==> src/rtl/comp_swap_lane_array.sv <==
// comp_swap_lane_array: N_PAIRS independent compare-swap lanes in one registered stage with a skid buffer
//   clk, rst_n              : clock, asynchronous active-low reset
//   in_valid / in_ready     : input handshake; in_dir selects per-lane order (0 asc, 1 desc)
//   in_a/b_key, in_a/b_pay  : lane i packed at [i*W +: W]
//   out_valid / out_ready   : output handshake
//   out_a/b_key, out_a/b_pay: ordered keys with their payloads; out_swapped flags exchanged lanes
//   cnt_clr, swap_cnt       : synchronous clear and saturating count of lane swaps
module comp_swap_lane_array #(
   parameter int KEY_W   = 16,
   parameter int PAY_W   = 8,
   parameter int N_PAIRS = 4,
   parameter int SIGNED  = 0,
   parameter int CNT_W   = 16
) (
   input  logic                       clk,
   input  logic                       rst_n,
   input  logic                       in_valid,
   output logic                       in_ready,
   input  logic [N_PAIRS-1:0]         in_dir,
   input  logic [N_PAIRS*KEY_W-1:0]   in_a_key,
   input  logic [N_PAIRS*KEY_W-1:0]   in_b_key,
   input  logic [N_PAIRS*PAY_W-1:0]   in_a_pay,
   input  logic [N_PAIRS*PAY_W-1:0]   in_b_pay,
   output logic                       out_valid,
   input  logic                       out_ready,
   output logic [N_PAIRS*KEY_W-1:0]   out_a_key,
   output logic [N_PAIRS*KEY_W-1:0]   out_b_key,
   output logic [N_PAIRS*PAY_W-1:0]   out_a_pay,
   output logic [N_PAIRS*PAY_W-1:0]   out_b_pay,
   output logic [N_PAIRS-1:0]         out_swapped,
   input  logic                       cnt_clr,
   output logic [CNT_W-1:0]           swap_cnt
);
   localparam int AK  = N_PAIRS*KEY_W;
   localparam int AP  = N_PAIRS*PAY_W;
   localparam int WW  = 2*AK + 2*AP + N_PAIRS;
   localparam int PCW = $clog2(N_PAIRS+1);
   typedef enum logic [1:0] {EMPTY, ONE, FULL} state_t;
   state_t state;
   logic [WW-1:0] m, s, nw;
   logic [AK-1:0] na, nb;
   logic [AP-1:0] npa, npb;
   logic [N_PAIRS-1:0] sw;
   logic [PCW-1:0] pc;
   logic [CNT_W:0] sum;
   logic in_fire, out_fire;
   genvar g;
   for (g = 0; g < N_PAIRS; g++) begin : lane
      logic [KEY_W-1:0] a, b;
      logic lt_ba, lt_ab;
      assign a     = in_a_key[g*KEY_W +: KEY_W];
      assign b     = in_b_key[g*KEY_W +: KEY_W];
      assign lt_ba = (SIGNED != 0) ? ($signed(b) < $signed(a)) : (b < a);
      assign lt_ab = (SIGNED != 0) ? ($signed(a) < $signed(b)) : (a < b);
      // strict compares keep equal keys in place
      assign sw[g] = in_dir[g] ? lt_ab : lt_ba;
      assign na[g*KEY_W +: KEY_W]  = sw[g] ? b : a;
      assign nb[g*KEY_W +: KEY_W]  = sw[g] ? a : b;
      assign npa[g*PAY_W +: PAY_W] = sw[g] ? in_b_pay[g*PAY_W +: PAY_W] : in_a_pay[g*PAY_W +: PAY_W];
      assign npb[g*PAY_W +: PAY_W] = sw[g] ? in_a_pay[g*PAY_W +: PAY_W] : in_b_pay[g*PAY_W +: PAY_W];
   end
   assign nw = {na, nb, npa, npb, sw};
   assign {out_a_key, out_b_key, out_a_pay, out_b_pay, out_swapped} = m;
   assign out_valid = state != EMPTY;
   assign in_ready  = state != FULL;
   assign in_fire   = in_valid & in_ready;
   assign out_fire  = out_valid & out_ready;
   always_comb begin
      pc = '0;
      for (int i = 0; i < N_PAIRS; i++) pc = pc + PCW'(sw[i]);
   end
   // one extra bit catches the carry that triggers saturation
   assign sum = {1'b0, swap_cnt} + (CNT_W+1)'(pc);
   always_ff @(posedge clk or negedge rst_n) begin
      if (!rst_n) begin
         state    <= EMPTY;
         m        <= '0;
         s        <= '0;
         swap_cnt <= '0;
      end else begin
         if (cnt_clr) swap_cnt <= '0;
         else if (in_fire) swap_cnt <= sum[CNT_W] ? '1 : sum[CNT_W-1:0];
         case (state)
            EMPTY: if (in_fire) begin
               m     <= nw;
               state <= ONE;
            end
            ONE: if (in_fire && !out_fire) begin
               s     <= nw;
               state <= FULL;
            end else if (in_fire) m <= nw;
            else if (out_fire) state <= EMPTY;
            FULL: if (out_fire) begin
               m     <= s;
               state <= ONE;
            end
            default: state <= EMPTY;
         endcase
      end
   end
endmodule

==> config.mk <==
export PLATFORM = sky130hd
export DESIGN_NAME = comp_swap_lane_array
export DESIGN_NICKNAME = d
export VERILOG_FILES = /design/src/rtl/comp_swap_lane_array.sv
export SDC_FILE = /design/constraint.sdc
export NUM_CORES = 1
export LEC_CHECK = 0
export ABC_AREA = 1
export CORE_ASPECT_RATIO = 1.4
export CORE_UTILIZATION = 50
export CTS_CLUSTER_DIAMETER = 150
export CTS_CLUSTER_SIZE = 30
export DETAILED_ROUTE_END_ITERATION = 8
export PLACE_DENSITY = 0.78
export REMOVE_ABC_BUFFERS = 1
export SYNTH_ARGS = -nofsm -noshare
export SYNTH_HDL_FRONTEND = slang
export SYNTH_SLANG_ARGS = --single-unit
==> constraint.sdc <==
create_clock -name clk -period 4.5 [get_ports clk]
set_clock_uncertainty 0.15 [all_clocks]
set_input_delay 0.9 -clock clk [delete_from_list [all_inputs] [get_ports clk]]
set_output_delay 0.9 -clock clk [all_outputs]
set_load 0.005 [all_outputs]
==> results.cfg <==
[logic_synthesis]
synth-seq-cells = 410
synth.area.top_cells = dfrtp_1 44%, nand2_1 23%, nand3_1 7.8%, inv_1 3.9%, ha_1 3.5%
postSynthCellCount = 3250
synth_top_cell_area_share_pct = 44.4
synth_flop_cell = dfrtp_1
synth_area_um2 = 23100
synth_area_per_cell_um2 = 7.11
ys_seq_area_share_pct = 44.4
synth-edff-count = 0
yosysWarningCount = 0
async_reset_ff_share_pct = 100
synthDistinctLibCells = 40
yosys.area.top_type = dfrtp_1

[routing]
wire_per_inst_um = 15.8
wirelength_um = 66800
ant_nets = 0
drtIter0Drc = 1432
firstDrtPassIters = 5
drt-vias-per-instance = 5.25
num_vias = 22236
drc_errors = 0

[timing]
setup_viol = 0
layout_setup_ws_ps = 136
finalWorstPathRequiredPeriod_ps = 4360
finalHoldViolations = 0
worst_pin_slew_ps = 1040
fmax_mhz = 229
drv_slew = 0
finalCritPeriodShare_pct = 97.0
relSlewSlack_pct = 30.9

[finish]
nNetsFinal = 3888
utilization_pct = 64.0
area_growth_pct = 25.7
drive_above_1_share_pct = 7.55

[placed_design]
place_congestion = 0.874
dp_slack_ps = -593
dp_hpwl_um = 44300
port_buffers = 414

[clock_network]
cts-htree-levels = 1
clock_path_buffers = 3
clock_sinks = 410
clock_latency_ps = 540
clockRootBuffer = clkbuf_16
hold_buffers = 0
path_clk_slew_ps = 120
cts_buffers = 17
tritoncts = done

[hold_path]
hold_path_class = input port to async pin

[pwr]
leakagePower_nw = 15.7
power.density_nw_per_um2 = 413
ir_drop_uv = 388

[setup_path]
r2r_slack_ps = 1480
reg2reg_depth = 15
r2r-end = swap_cnt[14]
cp.required_ps = 4780
timing_worst_setup_path_type = input port to register
r2r-start = swap_cnt[0]
worstPathArrival_ps = 4640
worst_setup_path_end_kind = register
slowest_delay_ps = 510
cp-start-kind = input port
cp_common_cell = nor2_4
crit_slowest_cell = fa_1
crit_path_max_fanout = 4
cp_cell_sequence = clkdlybuf4s50_1 -> ha_4 -> nand4_1 -> nor2_4 -> nand2_2 -> nand3_2 -> nand2_4 -> nand2_4 -> inv_1 -> fa_1 -> fa_2 -> inv_2 -> fa_2 -> nand3_4 -> nor2_4 -> nand4_4 -> nor2_4 -> buf_6 -> nand3_1 -> nand2_1 -> nand3_1 -> nand2_1 -> o21ai_1

[global_route]
antenna_found_initial = 6
first_global_vias = 21539
grt_max_degree = 174
overflow = 0
grt_pass1_wl_um = 108000
grt_usage_pct = 28.4

[floorplanning]
start_util_pct = 50.9
dieArea_um2 = 47100
num_rows = 92
chipHeight_um = 256
num_io_pins = 415
coreArea_um2 = 45400
die_width_um = 184

[run]
cap_viol_max_count = 0

[status]
status = complete, no violations
## kinds of logic (layout without fill, tap and decap cells)
| family | count (synthesis) | after routing | share of synthesized area (%) |
|---|---|---|---|
| flops | 410 | 410 | 44.4 |
| simple gates | 2012 | 2013 | 36.4 |
| buf+inv | 434 | 801 | 8.11 |
| fa+ha+maj | 68 | 68 | 3.78 |
| xor+xnor | 4 | 4 | 0.152 |
| other cells | 0 | 5 | 0 |
| compound gates | 322 | 322 | 7.12 |
## sequential cells by signal, summed over array words and instances, names as in the netlist
| name | cells |
|---|---|
| state | 2 |
| s | 196 |
| m | 196 |
| swap_cnt | 16 |
## layout make-up
cell class / instances / area, µm²
inverters: 243 / 935
multi-input cells: 2407 / 11300
well taps: 611 / 764
fillers: 4051 / 16300
repair buffers: 540 / 5320
flip-flops and latches: 410 / 10300
diodes: 5 / 12.5
clock inverters: 1 / 11.3
clock buffers: 17 / 425
## report_power, final
group | internal (W) | total [W] | switching, W
registers | 0.00491 | 0.00558 | 0.000669
clock network | 0.000697 | 0.00186 | 0.00116
logic | 0.00218 | 0.00456 | 0.00238
total | 0.00779 | 0.0120 | 0.00421
## stage by stage
stage	cells	TNS (ps)	hold WS, ps	power, W	area (µm²)
detailed placement	4208	-8940	314	0.0102	28100
floorplan	3059	-1407730	298	0.00795	22100
global placement	4208	-7110	311	0.0100	28100
finish	4234	0	245	0.0120	29000
global route	4234	-34.5	342	0.0129	29000
CTS	4227	-10.2	297	0.0120	28600
## worst max path at each step
stage | slack [ps] | end | start | cells after the start
after global placement | -480 | swap_cnt[14] | in_b_key[13] | 22
after detailed placement | -590 | swap_cnt[7] | in_b_key[15] | 22
after CTS | -10 | swap_cnt[11] | in_b_key[13] | 23
final | 140 | swap_cnt[14] | in_a_key[5] | 23
after floorplan | -4650 | m[1] | state[0] | 4
after global routing | -20 | swap_cnt[14] | in_a_key[5] | 23
## layout by cell type, fill, tap and decap left out, drive strengths merged
cell type,n
nand2,1422
dfrtp,410
nand3,406
clkdlybuf4s50,376
inv,244
nor2,169
o21ai,158
a21oi,155
buf,127
ha,65
dlymetal6s2s,37
clkbuf,17
nand4,10
diode,5
a21o,5
xor2,3
or2,3
fa,3
nor3,2
a22o,2
a21boi,1
o21bai,1
nor4b,1
xnor2,1
## cell usage after synthesis, types with 37 or more instances
cell,count
nand2_1,1412
dfrtp_1,410
nand3_1,361
inv_1,238
nor2_1,161
a21oi_1,154
o21ai_0,120
clkbuf_1,90
buf_2,67
ha_1,65
nand3_2,43
o21ai_1,37
## critical path, delay by kind of cell
kind | cells | cell delay [ps]
AO/OA/AOI/OAI | 1 | 70
buffers and inverters | 4 | 750
adder cells (fa/ha/maj) | 4 | 1460
AND/OR/NAND/NOR | 14 | 1460
## layer usage
layer  share of wire (%)  wire [µm]  vias up  global-route usage, %
li1                    -          -    10951                      -
met1                  39      25800    10445                   34.0
met4                 4.9       3290        2                   14.4
met5               0.013          9        -                      0
met3                 6.0       3990      146                   3.52
met2                  51      33700      692                   49.6
## timing repair
| item | in CTS | in global routing |
|---|---|---|
| setup buffers | 0 | 2 |
| cloned | 1 | 0 |
| pin swaps | 2 | 39 |
| setup endpoints to repair | 8 | 16 |
| resized for setup | 3 | 100 |
Note: power is estimated with default switching activity, not from simulation.
